`src/rtl/pc_gen.sv`:
```
// Next-PC generator: holds the fetch PC, arbitrates prioritised redirects against
// sequential fetch, and parks redirects that arrive while the request is stalled.
module pc_gen #(
  parameter int               XLEN         = 64,
  parameter int               NUM_REDIRECT = 4,
  parameter logic [XLEN-1:0]  RESET_PC     = 64'h0000_0000_8000_0000,
  parameter int               INST_BYTES   = 4
) (
  input  logic                         clk,
  input  logic                         reset,
  input  logic [NUM_REDIRECT-1:0]      redirect_valid,
  input  logic [NUM_REDIRECT*XLEN-1:0] redirect_pc,
  input  logic                         stall,
  input  logic                         fetch_ready,
  output logic                         fetch_valid,
  output logic [XLEN-1:0]              fetch_pc,
  output logic                         redirect_pending,
  output logic                         squash,
  output logic                         misalign
);

  // state | meaning
  // BOOT  | first cycle out of reset, no request presented yet
  // RUN   | request always valid; only reset leaves this state
  typedef enum logic {BOOT = 1'b0, RUN = 1'b1} state_e;

  localparam logic [XLEN-1:0] OFF_MASK = XLEN'(INST_BYTES - 1);
  localparam logic [XLEN-1:0] PC_INC   = XLEN'(INST_BYTES);

  state_e            state_q, state_d;
  logic              valid_q, valid_d;
  logic [XLEN-1:0]   pc_q, pc_d;
  logic              pend_q, pend_d;
  logic [XLEN-1:0]   pend_pc_q, pend_pc_d;
  logic              squash_q, squash_d;
  logic              misalign_q, misalign_d;

  logic              fire;
  logic              any_redir;
  logic [XLEN-1:0]   raw_tgt;
  logic [XLEN-1:0]   tgt;

  assign fire      = valid_q & fetch_ready & ~stall;
  assign any_redir = |redirect_valid;

  // Scan from lowest priority upward so the lowest active index wins.
  always_comb begin
    raw_tgt = '0;
    for (int i = NUM_REDIRECT - 1; i >= 0; i--) begin
      if (redirect_valid[i]) raw_tgt = redirect_pc[i*XLEN +: XLEN];
    end
  end

  assign tgt = raw_tgt & ~OFF_MASK;

  always_comb begin
    state_d    = state_q;
    valid_d    = valid_q;
    pc_d       = pc_q;
    pend_d     = pend_q;
    pend_pc_d  = pend_pc_q;
    // A parked redirect squashes again once the held (wrong-path) request issues.
    squash_d   = any_redir | (fire & pend_q);
    misalign_d = any_redir & (|(raw_tgt & OFF_MASK));

    case (state_q)
      BOOT: begin
        state_d = RUN;
        valid_d = 1'b1;
      end
      RUN: valid_d = 1'b1;
    endcase

    if (fire) begin
      if (any_redir) begin
        pc_d   = tgt;
        pend_d = 1'b0;
      end else if (pend_q) begin
        pc_d   = pend_pc_q;
        pend_d = 1'b0;
      end else begin
        pc_d = pc_q + PC_INC;
      end
    end else if (any_redir) begin
      pend_pc_d = tgt;
      pend_d    = 1'b1;
    end
  end

  always_ff @(posedge clk or negedge reset) begin
    if (!reset) begin
      state_q    <= BOOT;
      valid_q    <= 1'b0;
      pc_q       <= RESET_PC;
      pend_q     <= 1'b0;
      pend_pc_q  <= '0;
      squash_q   <= 1'b0;
      misalign_q <= 1'b0;
    end else begin
      state_q    <= state_d;
      valid_q    <= valid_d;
      pc_q       <= pc_d;
      pend_q     <= pend_d;
      pend_pc_q  <= pend_pc_d;
      squash_q   <= squash_d;
      misalign_q <= misalign_d;
    end
  end

  assign fetch_valid      = valid_q;
  assign fetch_pc         = pc_q;
  assign redirect_pending = pend_q;
  assign squash           = squash_q;
  assign misalign         = misalign_q;

endmodule

```
`config.mk`:
```
export PLATFORM = sky130hd
export DESIGN_NAME = pc_gen
export DESIGN_NICKNAME = d
export VERILOG_FILES = /design/src/rtl/pc_gen.sv
export SDC_FILE = /design/constraint.sdc
export NUM_CORES = 1
export LEC_CHECK = 0
export ABC_CLOCK_PERIOD_IN_PS = 4050
export BUFFER_PORTS_ARGS = -buffer_cell sky130_fd_sc_hd__buf_2
export CAP_MARGIN = 5
export CORE_ASPECT_RATIO = 2
export CORE_MARGIN = 3
export CORE_UTILIZATION = 40
export CTS_CLUSTER_DIAMETER = 50
export DETAILED_ROUTE_END_ITERATION = 6
export MAX_ROUTING_LAYER = met4
export PLACE_DENSITY = 0.64
export SETUP_SLACK_MARGIN = 0.15
export SLEW_MARGIN = 20
export SYNTH_ARGS = -nofsm -noshare
export SYNTH_HDL_FRONTEND = slang
export SYNTH_SLANG_ARGS = --single-unit
```
`constraint.sdc`:
```
create_clock -name clk -period 4.05 [get_ports clk]
set_input_delay 0.2025 -clock clk [delete_from_list [all_inputs] [get_ports clk]]
set_output_delay 0.2025 -clock clk [all_outputs]
set_load 0.005 [all_outputs]
```
Word-level counts from Yosys, hierarchy flattened
Index checks and enable logic that the tools add are counted.
{"block": "classes", "order_cmp": 0, "n_div": 0, "n_shift": 0, "mux": 8, "n_addsub": 1, "eq_ne": 0, "mul": 0, "reduce_logical": 4, "bitwise": 7}
{"cell": "$mux W64", "count": 6}
{"cell": "$add A64 B3 Y64 const B", "count": 1}
{"cell": "$and A1 B1 Y1", "count": 4}
{"cell": "$reduce_or A4 Y1", "count": 1}
{"cell": "$mux W1", "count": 2}
{"cell": "$not A1 Y1", "count": 2}
{"cell": "$reduce_and A2 Y1", "count": 1}
{"cell": "$reduce_bool A2 Y1", "count": 1}
{"cell": "$reduce_or A2 Y1", "count": 1}
{"cell": "$or A1 B1 Y1", "count": 1}
{"block": "word_totals", "mem_count": 0, "latchBits": 0, "reg_bits": 130, "ram_bits": 0, "in_bits": 264, "rom_bits": 0}

Logic depth before layout (Yosys ltp)
Gate-level depths: netlist of the first run.
{"block": "logic_depth", "word_depth": 6, "depth_mapped": 9, "depth_no_buf": 7}

Least setup slack after synthesis of the first run
OpenSTA, ideal clock, no wires.
{"block": "synth_path", "path_type": "register to register", "from": "reg pc_q[31], in the netlist fetch_pc[31]", "to": "reg pc_q[49], in the netlist fetch_pc[49]", "stages_incl_launch_ff": 8, "path_slack_ns": 1.776, "t_arrival_ns": 2.153, "setup_time_ns": 0.120, "t_required_ns": 3.930, "path_buffers": 1, "synth_period_minus_slack_ns": 2.274, "path_cell_list": "dfstp_2 -> clkbuf_1 -> nand4_1 -> nor4_1 -> nand3_1 -> nor2_1 -> mux2_2 -> o211a_1"}
{"block": "synth_between", "elab_chain_cells": 3}
{"element": "start, declared", "line": "32", "source": "logic [XLEN-1:0] pc_q, pc_d;"}
{"element": "start signal, assigned", "line": "102", "source": "pc_q <= pc_d;"}
{"element": "$add A64 B3 Y64", "line": "82", "source": "pc_d = pc_q + PC_INC;"}
{"element": "$mux W64", "line": "78", "source": "end else if (pend_q) begin"}
{"element": "$mux W64", "line": "75", "source": "if (any_redir) begin"}
Every way passes these cells.
A chain may end at the register's enable or synchronous reset.

Worst setup path in the final report of the first run
{"block": "layout_path", "from": "reg pc_q[5], in the netlist fetch_pc[5]", "to": "reg pc_q[40], in the netlist fetch_pc[40]"}
The elaborated chain is that of the path after synthesis.

==> metrics.md, run 1 <==
| Metric | Value |
|---|---|
| Register-to-register setup slack | `between 1 and 1.5 ns` |
| Avg WL per Cell | `roughly 22 um` |
| Die area | `about 24000 um^2` |
| Outcome | `completed` |
| Number of maximum-capacitance constraint violations | `0` |
| Clock buffers created by TritonCTS | `17` |
| Instance count of the mapped netlist | `between 1k and 1.5k` |
| # clock sinks | `~130` |
| Worst reg-to-reg path cell count | `6` |
| Total setup buffers inserted after CTS | `0` |
| Final max-slew violation count | `0` |
| Synth Flop Type | `sky130_fd_sc_hd__dfrtp_1` |
| Global-route total usage across every layer | `0.3114` |
| Endpoint type of the worst setup path | `flop` |
| Worst R2R End | `fetch_pc[40]` |
| Clk pin slew, worst setup/hold paths | `0.06 ns` |
| TritonRoute pass-1 iters | `5` |
| Number of buffers added on ports | `about 330` |
| Share of layout cells above drive strength 1 | `0.2881` |
| Top fanout value on the critical path | `11` |
| Number of H-tree levels | `4` |
| Crit path DAT | `3.11 ns` |
| Placement-stage worst setup slack | `between 1 and 1.5 ns` |
| Detail Placement HPWL | `27990 um` |
| Worst-skew pair later-pin latency | `0.43 ns` |
| Number of nets in the final layout | `roughly 1.7k` |
| Clock buffer depth | `2` |
| Sum of negative setup slack | `0 ns` |
| Hold Crit Class | `primary input to flop` |
| Gpl congestion | `approximately 0.96` |
| Final routed wirelength across all metal layers | `37450 um` |
| DRC | `0` |
| Signed area change from the synthesized netlist to the final layout | `27.87%` |
| # setup viols final | `0` |
| Layout Skew | `0.007175 ns` |
| First-iteration detailed-routing DRC count | `700` |
| Leakage | `around 4.9 nW` |
| R2R Path Start | `fetch_pc[5]` |
| Area of the mapped netlist | `roughly 8800 um^2` |
| Count of cell types in the netlist | `68` |
| Wire length of the first global-routing pass | `between 50000 and 60000 um` |
| Crit share post-route | `0.6939` |
| Post-synth EDFFs | `0` |
| Worst path setup slack after routing | `between 1 and 1.5 ns` |
| Required time of the critical path | `4.35 ns` |
| Final ANT Viol Nets | `0` |
| Startpoint type of the worst setup path | `flop` |
| Crit path time final | `roughly 2.8 ns` |
| Final hold viol count | `0` |
| Largest net degree at the start of global routing | `99` |
| Unrepaired setup endpoints after global routing | `false` |
| Area of the core | `21590 um^2` |
| Count of vias placed by the detailed router | `10.23k` |
| Clock tree from TritonCTS | `done` |
| #FFs+latches synth | `~130` |
| Cell chosen for the clock root | `sky130_fd_sc_hd__clkbuf_16` |
| Highest achievable clock rate | `approximately 360 MHz` |
| Antenna violations before repair | `0` |
| Register area share after synthesis | `0.3629` |
| Worst hold start | `redirect_pc[1]` |
| Tightest slew margin relative to the limit | `0.3200` |
| Kind of critical path | `flop to flop` |
| Via count of the first global-routing pass | `about 9.8k` |
| Power density over the cells | `roughly 400 nW/um^2` |
| Antenna Cells | `0` |
| Die Width | `~110 um` |
| Total of warnings raised by yosys | `0` |
| Number of placed I/O pins | `about 330` |
| Layout filler cell count | `around 2.2k` |
| Worst-margin pin slew | `roughly 1 ns` |
| Effective utilization at floorplan | `0.4091` |
| Async set-or-reset flop fraction in the synthesized netlist | `1.000` |
| Total grt overflow | `0` |
| Worst supply voltage drop on vdd | `roughly 0.00025 V` |
| Synthesized area per cell | `7.774 um^2` |
| Routed via count divided by cell count | `roughly 6.1` |
| Capture endpoint of the worst hold path | `misalign` |
| Die Span Y | `216.1 um` |
| Count of cells along the worst hold path | `3` |
| Core Rows | `76` |
-- synth_stat cells, types with 5 or more instances --
library cell                 n  area share
sky130_fd_sc_hd__inv_1      25       0.011
sky130_fd_sc_hd__xnor2_1    12       0.012
sky130_fd_sc_hd__or4_1       5      0.0043
sky130_fd_sc_hd__a22oi_1    19       0.016
sky130_fd_sc_hd__o21ai_0   114       0.065
sky130_fd_sc_hd__o211ai_1   22       0.019
sky130_fd_sc_hd__nor4_1     13      0.0092
sky130_fd_sc_hd__buf_2      12      0.0068
sky130_fd_sc_hd__o31ai_1     7      0.0060
sky130_fd_sc_hd__nor3_1     58       0.033
sky130_fd_sc_hd__buf_1       9      0.0038
sky130_fd_sc_hd__a311oi_1    6      0.0060
sky130_fd_sc_hd__xor2_1      9      0.0089
sky130_fd_sc_hd__mux2i_1     6      0.0068
sky130_fd_sc_hd__nand2_1   128       0.054
sky130_fd_sc_hd__o21a_1     18       0.015
sky130_fd_sc_hd__a31oi_1    26       0.018
sky130_fd_sc_hd__nor2_1    114       0.048
sky130_fd_sc_hd__a221oi_1   43       0.043
sky130_fd_sc_hd__nand3_1    38       0.022
sky130_fd_sc_hd__nand4_1    22       0.016
sky130_fd_sc_hd__a221o_1    21       0.024
sky130_fd_sc_hd__dfrtp_1   127        0.36
sky130_fd_sc_hd__and3_1     15       0.011
sky130_fd_sc_hd__clkbuf_1   75       0.032
sky130_fd_sc_hd__and2_1      5      0.0035
sky130_fd_sc_hd__a21oi_1    96       0.054
sky130_fd_sc_hd__mux2_2      6      0.0077
sky130_fd_sc_hd__a21o_1      9      0.0077
-- worst max-delay path by stage --
stage,start,endpoint,slack (ns),depth (start not counted)
3_3_place_gp,fetch_pc[4],fetch_pc[32],1.41,6
4_1_cts,fetch_pc[4],fetch_pc[40],1.29,6
3_5_place_dp,fetch_pc[4],fetch_pc[40],1.30,6
2_1_floorplan,fetch_pc[31],fetch_pc[49],1.78,7
6_report,fetch_pc[5],fetch_pc[40],1.24,6
5_1_grt,fetch_pc[3],fetch_pc[40],1.15,7
-- cell families (layout without fill, tap and decap cells) --
| family | after synthesis | count (layout) | share of synthesized area |
|---|---|---|---|
| AOI/OAI and AO/OA | 415 | 415 | 0.3076 |
| xor gates and xnor gates | 21 | 21 | 0.02083 |
| adders and majority gates | 1 | 1 | 0.001417 |
| buffers and inverters | 125 | 404 | 0.05611 |
| DFF | 128 | 128 | 0.3629 |
| muxes | 12 | 12 | 0.01445 |
| other | 2 | 3 | 0.0008504 |
| and+or+nand+nor | 432 | 432 | 0.2359 |
-- report_power, final --
| group | leakage, nW | switching, W | internal (W) |
|---|---|---|---|
| logic | 3.02 | 0.000600 | 0.000459 |
| clock network | 0.322 | 0.000588 | 0.00115 |
| registers | 1.51 | 0.000282 | 0.00148 |
-- metal layers --
layer	part of all wire	track usage
met1	0.36	0.3592
met5	0	-
met4	0.034	0.1129
met2	0.52	0.5501
met3	0.077	0.04415
-- critical path, cell delays in order (launching register included) --
cell and delay [ns]:
sky130_fd_sc_hd__dfrtp_1 0.47, sky130_fd_sc_hd__nand4_1 0.34, sky130_fd_sc_hd__nor4_4 0.66, sky130_fd_sc_hd__nand2_1 0.43, sky130_fd_sc_hd__or4_1 0.58, sky130_fd_sc_hd__o211ai_1 0.10
sky130_fd_sc_hd__a32oi_1 0.11
-- stage by stage --
stage	area (um^2)	hold slack [ns]	utilization	power, W	cells
CTS	11290	0.005446	0.5231	0.004570	1689
floorplan	8835	-0.09309	-	0.002266	1137
global placement	10620	0.4053	0.4919	0.002821	1656
finish	11290	0.007682	0.5231	0.004567	1689
detailed placement	10620	0.4006	0.4919	0.002837	1656
global route	11290	0.01690	0.5231	0.004766	1689
-- cell type report --
type	instances	area, um^2	area share
Timing Repair Buffer	346	1819	0.1611
Sequential cell	128	3206	0.2839
Tap cell	273	341.6	0.03025
Clock inverter	10	180.2	0.01596
Inverter	26	97.59	0.008643
Clock buffer	22	484.2	0.04288
Multi-Input combinational cell	884	5164	0.4573
-- state kept, by name (all words and copies together), names as in the netlist --
name,cells
fetch_pc,62
redirect_pending,1
misalign,1
fetch_valid,1
pend_pc_q,62
squash,1
-- cell usage in the layout (no fill, tap or decap), drive strengths merged, types with 4 or more instances in the layout --
| master | Yosys | layout |
|---|---|---|
| o21ai | 115 | 115 |
| a21oi | 96 | 96 |
| a21boi | 4 | 4 |
| nand2b | 4 | 4 |
| a221o | 21 | 21 |
| mux2i | 6 | 6 |
| inv | 25 | 26 |
| o31ai | 7 | 7 |
| nor4 | 18 | 18 |
| clkbuf | 75 | 22 |
| nand2 | 128 | 128 |
| buf | 24 | 345 |
| o211ai | 22 | 22 |
| nor3 | 59 | 59 |
| dfrtp | 127 | 127 |
| nand4 | 24 | 24 |
| or4 | 5 | 5 |
| o21a | 18 | 18 |
| mux2 | 6 | 6 |
| bufinv | 0 | 5 |
| a22oi | 19 | 19 |
| xnor2 | 12 | 12 |
| a221oi | 43 | 43 |
| a311oi | 6 | 6 |
| a21o | 9 | 9 |
| a31oi | 26 | 26 |
| and3 | 15 | 15 |
| nor2 | 116 | 116 |
| xor2 | 9 | 9 |
| and2 | 5 | 5 |
| and4 | 4 | 4 |
| nand3 | 41 | 41 |
-- what timing repair did --
| item | in CTS | in global routing |
|---|---|---|
| hold buffers | 1 | 0 |
| resized for setup | 0 | 0 |
| endpoints found under the hold margin | 68 | 0 |
(Power assumes the default switching activity.)
==> run 2: changes to the inputs <==
--- a/config.mk
+++ b/config.mk
@@ -5,7 +5,7 @@
 export SDC_FILE = /design/constraint.sdc
 export NUM_CORES = 1
 export LEC_CHECK = 0
-export ABC_CLOCK_PERIOD_IN_PS = 4050
+export ABC_CLOCK_PERIOD_IN_PS = 2550
 export BUFFER_PORTS_ARGS = -buffer_cell sky130_fd_sc_hd__buf_2
 export CAP_MARGIN = 5
 export CORE_ASPECT_RATIO = 2
@@ -14,7 +14,7 @@
 export CTS_CLUSTER_DIAMETER = 50
 export DETAILED_ROUTE_END_ITERATION = 6
 export MAX_ROUTING_LAYER = met4
-export PLACE_DENSITY = 0.64
+export PLACE_DENSITY = 0.67
 export SETUP_SLACK_MARGIN = 0.15
 export SLEW_MARGIN = 20
 export SYNTH_ARGS = -nofsm -noshare
==> constraint.sdc (replaced) <==
create_clock -name clk -period 2.55 [get_ports clk]
set_input_delay 0.1275 -clock clk [delete_from_list [all_inputs] [get_ports clk]]
set_output_delay 0.1275 -clock clk [all_outputs]
set_load 0.005 [all_outputs]
==> run 2 against run 1 <==
Against the previous run:
- global-route usage decreased by 0.74 points
- worst hold slack got worse by 0.00095 ns
- final cell count is 3.2% higher
- count of clock-buffer cells in the layout grew 3
- total power is 57% higher
- largest power group unchanged
- first-iteration DRC count down 16%
- die area unchanged
- sequential power increased by 54%
==> metrics.md, run 2 (synthesis results as in run 1) <==
| Metric | Value |
|---|---|
| Signed area change from the synthesized netlist to the final layout | `32.80%` |
| Worst reg-to-reg path cell count | `6 (unchanged)` |
| Number of maximum-capacitance constraint violations | `0 (unchanged)` |
| Share of layout cells above drive strength 1 | `0.3140 (+0.02590)` |
| Via count of the first global-routing pass | `10.01k (+2.0%)` |
| Worst-skew pair later-pin latency | `0.42 ns (about the same)` |
| Worst Setup EP | `fetch_pc[63]` |
| Top fanout value on the critical path | `8 (-3)` |
| Number of H-tree levels | `4 (unchanged)` |
| Cell chosen for the clock root | `sky130_fd_sc_hd__clkbuf_16` |
| Worst R2R End | `fetch_pc[63]` |
| Avg WL per Cell | `20.96 um (-5.5%)` |
| TritonRoute pass-1 iters | `5 (unchanged)` |
| Final routed wirelength across all metal layers | `36540 um (-2.4%)` |
| Number of nets in the final layout | `1722 (+3.2%)` |
| Count of vias placed by the detailed router | `10.31k (+0.77%)` |
| Crit path time final | `2.374 ns (-0.4362 ns)` |
| Highest achievable clock rate | `421.2 MHz (+18%)` |
| Core Rows | `76 (unchanged)` |
| Clock buffer depth | `2 (unchanged)` |
| Clk pin slew, worst setup/hold paths | `0.06 ns (about the same)` |
| Non-Filler Cell Area, Final | `11730 um^2 (+3.9%)` |
| # clock sinks | `128 (unchanged)` |
| Area of combinational cells with multiple inputs | `5175 um^2 (+0.22%)` |
| Worst-margin pin slew | `0.8706 ns (-0.1367 ns)` |
| Most frequent standard cell in the layout excluding fill and tap cells | `sky130_fd_sc_hd__buf_2` |
| Outcome | `completed` |
| Kind of critical path | `flop to flop` |
| Antenna violations before repair | `2 (+2)` |
| DRC | `0 (unchanged)` |
| # setup viols final | `0 (unchanged)` |
| Tightest slew margin relative to the limit | `0.4123 (+0.09229)` |
| Number of placed I/O pins | `332 (unchanged)` |
| Largest net degree at the start of global routing | `69 (-30%)` |
| Post-layout util | `0.5433 (+0.02017)` |
| Clock buffers created by TritonCTS | `17 (unchanged)` |
| Sum of negative setup slack | `0 ns (unchanged)` |
| Routed via count divided by cell count | `5.916 (-2.4%)` |
| Hold Crit Class | `primary input to flop` |
| Die area | `24000 um^2 (unchanged)` |
| Effective utilization at floorplan | `0.4091 (unchanged)` |
| Final hold viol count | `0 (unchanged)` |
| R2R Path Start | `fetch_pc[31]` |
| Leakage | `5.130 nW (+5.6%)` |
| First-iteration detailed-routing DRC count | `587 (-16%)` |
| Total Power Consumption | `0.007179 W (+57%)` |
| Total grt overflow | `0 (unchanged)` |
| Source of the critical timing path | `fetch_pc[31]` |
| Layout filler cell count | `2136 (-1.8%)` |
| Crit path DAT | `2.68 ns (-0.43 ns)` |
| Final max-slew violation count | `0 (unchanged)` |
| Gpl congestion | `0.9696 (+1.4%)` |
| Global-route total usage across every layer | `0.3040 (-0.007441)` |
| Sequential Area | `3206 um^2 (unchanged)` |
| Wire length of the first global-routing pass | `55680 um (-1.9%)` |
| Worst supply voltage drop on vdd | `0.0003896 V (+56%)` |
| Required time of the critical path | `2.86 ns (-1.49 ns)` |
| Clock tree from TritonCTS | `done` |
| Die Width | `111.1 um (unchanged)` |
| Register-to-register setup slack | `0.18 ns (-1.06 ns)` |
| Die Span Y | `216.1 um (unchanged)` |
| Startpoint type of the worst setup path | `flop` |
| Highest-count cells in the layout ignoring fill and taps | `327 x sky130_fd_sc_hd__buf_2, 127 x sky130_fd_sc_hd__nand2_1, 126 x sky130_fd_sc_hd__dfrtp_1, 114 x sky130_fd_sc_hd__o21ai_0, 113 x sky130_fd_sc_hd__nor2_1` |
| Final ANT Viol Nets | `0 (unchanged)` |
| Endpoint type of the worst setup path | `flop` |
| Layout Skew | `0.006790 ns (-0.0003849 ns)` |
| Number of buffers added on ports | `329 (unchanged)` |
| Power density over the cells | `612.2 nW/um^2 (+51%)` |
| Unrepaired setup endpoints after global routing | `true` |
| Post-Place Cell Area | `11060 um^2 (+4.2%)` |
| Crit share post-route | `0.9310 (+0.2371)` |
| Detail Placement HPWL | `28550 um (+2.0%)` |
| Area of the core | `21590 um^2 (unchanged)` |
==> run 2: cell types whose count changed in the layout (fill, tap and decap cells not counted), sizes merged <==
cell,change
buf,+54
clkinvlp,-2
diode,+2
clkbuf,+3
clkinv,-1
bufinv,-2
==> run 2: stage by stage <==
| stage | setup WS (ns) | hold slack, ns | instances |
|---|---|---|---|
| global placement | 0.2251 | 0.09927 | 1707 |
| CTS | 0.1545 | 0.01826 | 1738 |
| global route | 0.09068 | 0.02227 | 1743 |
| finish | 0.1760 | 0.006733 | 1743 |
| detailed placement | 0.1677 | 0.1025 | 1707 |
| floorplan | 0.2763 | -0.1681 | 1137 |
==> run 2: report_power, final <==
part	internal (W)	switching, W
clock network	0.00168	0.000895
logic	0.000831	0.00105
registers	0.00236	0.000369
==> run 2: metal layers <==
metal	track usage	up-vias	wire length, um
li1	-	4878	-
met1	0.3346	4768	13030
met2	0.5199	554	18710
met3	0.05197	112	2704
met4	0.1681	0	2103
met5	-	-	0
==> run 2: cell type report <==
cell class              count  area share
flip-flops and latches    128      0.2733
well taps                 273     0.02913
inverters                  26    0.008322
clock inverters             5    0.008535
repair buffers            400      0.1950
multi-input cells         884      0.4413
clock buffers              25     0.04396
diodes                      2   0.0004268
==> run 2: repair_timing <==
action | in CTS | in global routing
setup buffers | 0 | 3
resized for setup | 0 | 2
setup endpoints to repair | 0 | 24
endpoints found under the hold margin | 29 | 0
hold buffers | 1 | 0
==> run 2: worst min-delay path by stage <==
| stage | start | slack (ns) | cells past startpoint | endpoint |
|---|---|---|---|---|
| detailed placement | reset | 0.10 | 1 | pend_pc_q[28] |
| CTS | redirect_pc[37] | 0.02 | 3 | pend_pc_q[37] |
| global route | redirect_pc[1] | 0.02 | 3 | misalign |
| finish | redirect_pc[1] | 0.007 | 3 | misalign |
| floorplan | reset | -0.17 | 0 | fetch_pc[10] |
| global placement | reset | 0.1 | 1 | pend_pc_q[28] |
==> run 2: worst max-delay path, stage by stage (launching register included) <==
cell,delay [ns]
sky130_fd_sc_hd__dfstp_2,0.60
sky130_fd_sc_hd__nand3_1,0.15
sky130_fd_sc_hd__nor4_2,0.50
sky130_fd_sc_hd__nand4_1,0.27
sky130_fd_sc_hd__nor4_1,0.43
sky130_fd_sc_hd__mux2i_1,0.24
sky130_fd_sc_hd__nand2_1,0.07
==> run 3: changes to the inputs <==
--- a/config.mk
+++ b/config.mk
@@ -5,7 +5,7 @@
 export SDC_FILE = /design/constraint.sdc
 export NUM_CORES = 1
 export LEC_CHECK = 0
-export ABC_CLOCK_PERIOD_IN_PS = 2550
+export ABC_CLOCK_PERIOD_IN_PS = 3100
 export BUFFER_PORTS_ARGS = -buffer_cell sky130_fd_sc_hd__buf_2
 export CAP_MARGIN = 5
 export CORE_ASPECT_RATIO = 2
@@ -14,7 +14,7 @@
 export CTS_CLUSTER_DIAMETER = 50
 export DETAILED_ROUTE_END_ITERATION = 6
 export MAX_ROUTING_LAYER = met4
-export PLACE_DENSITY = 0.67
+export PLACE_DENSITY = 0.64
 export SETUP_SLACK_MARGIN = 0.15
 export SLEW_MARGIN = 20
 export SYNTH_ARGS = -nofsm -noshare
==> constraint.sdc (replaced) <==
create_clock -name clk -period 3.1 [get_ports clk]
set_input_delay 0.155 -clock clk [delete_from_list [all_inputs] [get_ports clk]]
set_output_delay 0.155 -clock clk [all_outputs]
set_load 0.005 [all_outputs]
==> run 3 against run 2 <==
Against the previous run:
- largest cell class unchanged
- combinational power down 26%
- sequential power down 15%
- final cell count down 1.8%
- design area down 2.2%
- die area unchanged
- utilization down 1.2 points
- global-route usage up 1.0 points
- clock skew up 0.0029 ns
- sequential share of layout area up 0.61 points
- wire length up 3.2%
==> metrics.md, run 3 (synthesis results as in run 1) <==
| Metric | Value |
|---|---|
| Outcome | `completed` |
| Highest-count cells in the layout ignoring fill and taps | `327 x sky130_fd_sc_hd__buf_2, 127 x sky130_fd_sc_hd__nand2_1, 126 x sky130_fd_sc_hd__dfrtp_1, 114 x sky130_fd_sc_hd__o21ai_0, 113 x sky130_fd_sc_hd__nor2_1` |
| P_sw | `0.001956 W (-15%)` |
| Worst-margin pin slew | `0.8046 ns (-0.06597 ns)` |
| Layout filler cell count | `2140 (+0.19%)` |
| Avg WL per Cell | `22.03 um (+5.1%)` |
| Met1 demand-to-capacity share in global routing | `0.3614 (+0.02673)` |
| Antenna violations before repair | `0 (-2)` |
| Fraction of met2 tracks used by global routing | `0.5616 (+0.04177)` |
| TritonRoute pass-1 iters | `7 (+2)` |
| Final max-slew violation count | `0 (unchanged)` |
| Highest achievable clock rate | `378.1 MHz (-10%)` |
| Area of the core | `21590 um^2 (unchanged)` |
| Core Rows | `76 (unchanged)` |
| Top fanout value on the critical path | `7 (-1)` |
| Worst-skew pair later-pin latency | `0.43 ns (about the same)` |
| Kind of critical path | `flop to flop` |
| Crit path time final | `2.645 ns (+0.2706 ns)` |
| Startpoint type of the worst setup path | `flop` |
| Effective utilization at floorplan | `0.4091 (unchanged)` |
| Die Width | `111.1 um (unchanged)` |
| Required time of the critical path | `3.41 ns (+0.55 ns)` |
| Largest net degree at the start of global routing | `131 (+90%)` |
| Layout Skew | `0.009717 ns (+0.002928 ns)` |
| Antenna Cells | `0 (-2)` |
| Most frequent standard cell in the layout excluding fill and tap cells | `sky130_fd_sc_hd__buf_2` |
| Final routed wirelength across all metal layers | `37700 um (+3.2%)` |
| Clock share of power | `0.375 (+0.016)` |
| Detail Placement HPWL | `28890 um (+1.2%)` |
| Gpl congestion | `1.011 (+4.3%)` |
| Crit path DAT | `2.95 ns (+0.27 ns)` |
| # setup viols final | `0 (unchanged)` |
| Non-filler instance count after layout | `1711 (-1.8%)` |
| Cell chosen for the clock root | `sky130_fd_sc_hd__clkbuf_16` |
| Global-route total usage across every layer | `0.3144 (+0.01041)` |
| Crit share post-route | `0.8531 (-0.07787)` |
| Number of nets in the final layout | `1691 (-1.8%)` |
| Hold Crit Class | `primary input to flop` |
| Count of vias placed by the detailed router | `10.31k (unchanged)` |
| Number of placed I/O pins | `332 (unchanged)` |
| Area of combinational cells with multiple inputs | `5164 um^2 (-0.22%)` |
| Share of layout cells above drive strength 1 | `0.2983 (-0.01570)` |
| # clock sinks | `128 (unchanged)` |
| Comb pwr share | `0.237 (-0.024)` |
| Number of maximum-capacitance constraint violations | `0 (unchanged)` |
| Final hold viol count | `0 (unchanged)` |
| Number of H-tree levels | `4 (unchanged)` |
| Clk pin slew, worst setup/hold paths | `0.06 ns (about the same)` |
| Signed area change from the synthesized netlist to the final layout | `29.90%` |
| Final ANT Viol Nets | `0 (unchanged)` |
| Clock tree from TritonCTS | `done` |
| Clock buffers created by TritonCTS | `17 (unchanged)` |
| Endpoint type of the worst setup path | `flop` |
| Number of placed cells counting well taps | `1677 (-1.8%)` |
| Leakage | `4.965 nW (-3.2%)` |
| Relative contribution of sequential cells to total power | `0.389 (+0.009)` |
| Via count of the first global-routing pass | `9948 (-0.61%)` |
| Die Span Y | `216.1 um (unchanged)` |
| First-iteration detailed-routing DRC count | `682 (+16%)` |
| Busiest layer in global routing | `met2` |
| Sum of negative setup slack | `0 ns (unchanged)` |
| Number of buffers added on ports | `329 (unchanged)` |
| Sequential Area | `3206 um^2 (unchanged)` |
| Grt met3 use | `0.03604 (-0.01593)` |
| Wire length of the first global-routing pass | `57330 um (+3.0%)` |
| Clock buffer depth | `2 (unchanged)` |
| Tightest slew margin relative to the limit | `0.4590 (+0.04676)` |
| DRC | `0 (unchanged)` |
| Switching share of total power | `0.3298 (+0.008119)` |
| Power density over the cells | `517.0 nW/um^2 (-16%)` |
| Total grt overflow | `0 (unchanged)` |
| Routed via count divided by cell count | `6.027 (+1.9%)` |
| Internal Power | `0.003975 W (-18%)` |
| Unrepaired setup endpoints after global routing | `false` |
| Worst supply voltage drop on vdd | `0.0003634 V (-6.7%)` |
| Die area | `24000 um^2 (unchanged)` |
run 3: cell type report:
class / instances / area share
clock inverters: 14 / 0.01876
clock buffers: 17 / 0.03709
flip-flops and latches: 128 / 0.2794
multi-input cells: 884 / 0.4502
well taps: 273 / 0.02978
repair buffers: 369 / 0.1763
inverters: 26 / 0.008508
run 3: path summary, 6_finish.rpt:
| kind | startpoint | end | slack, ns | cells past startpoint |
|---|---|---|---|---|
| setup / recovery | fetch_pc[5] | fetch_pc[39] | 0.46 | 6 |
| hold / removal | redirect_pc[10] | pend_pc_q[10] | 0.05 | 3 |
| setup reg to reg | fetch_pc[5] | fetch_pc[39] | 0.46 | 6 |
| hold reg to reg | pend_pc_q[55] | pend_pc_q[55] | 0.47 | 2 |
| max in group asynchronous | reset | pend_pc_q[48] | 1.91 | 3 |
| min in group asynchronous | reset | pend_pc_q[32] | 0.32 | 2 |
run 3: worst max-delay path, stage by stage, from the launching register on:
cell and delay, ns:
sky130_fd_sc_hd__dfrtp_1 0.46, sky130_fd_sc_hd__nand4_1 0.34, sky130_fd_sc_hd__nor3_1 0.49, sky130_fd_sc_hd__nand4_1 0.46, sky130_fd_sc_hd__nor3_1 0.37, sky130_fd_sc_hd__nor2_1 0.08, sky130_fd_sc_hd__o32a_1 0.33
run 3: metal layers:
metal | vias to the layer above | part of all wire
met5 | - | 0
met4 | 0 | 0.035
met3 | 98 | 0.064
met2 | 513 | 0.53
met1 | 4879 | 0.37
li1 | 4822 | -
run 3: power groups by stage:
stage	sequential [W]	clock, W	combinational (W)
2_1_floorplan	0.00221	0	0.000749
3_3_place_gp	0.00231	0	0.00139
3_5_place_dp	0.00232	0	0.00140
4_1_cts	0.00229	0.00223	0.00141
5_1_grt	0.00234	0.00231	0.00155
6_report	0.00231	0.00222	0.00140
run 3: timing repair:
| item | 4_1_cts | 5_1_grt |
|---|---|---|
| hold buffers | 3 | 0 |
| endpoints found under the hold margin | 46 | 0 |
| gates resized for setup | 0 | 0 |
| buffers inserted | 0 | 0 |
run 3: per-stage QoR:
stage	setup slack, ns	power (W)	utilization	hold slack (ns)	instance area (um^2)
floorplan	0.8263	0.002960	-	-0.1406	8835
global placement	0.5996	0.003698	0.5003	0.2267	10800
detailed placement	0.5705	0.003723	0.5003	0.2332	10800
CTS	0.5203	0.005938	0.5314	0.04332	11470
global route	0.3621	0.006193	0.5314	0.07519	11470
finish	0.4554	0.005931	0.5314	0.04897	11470
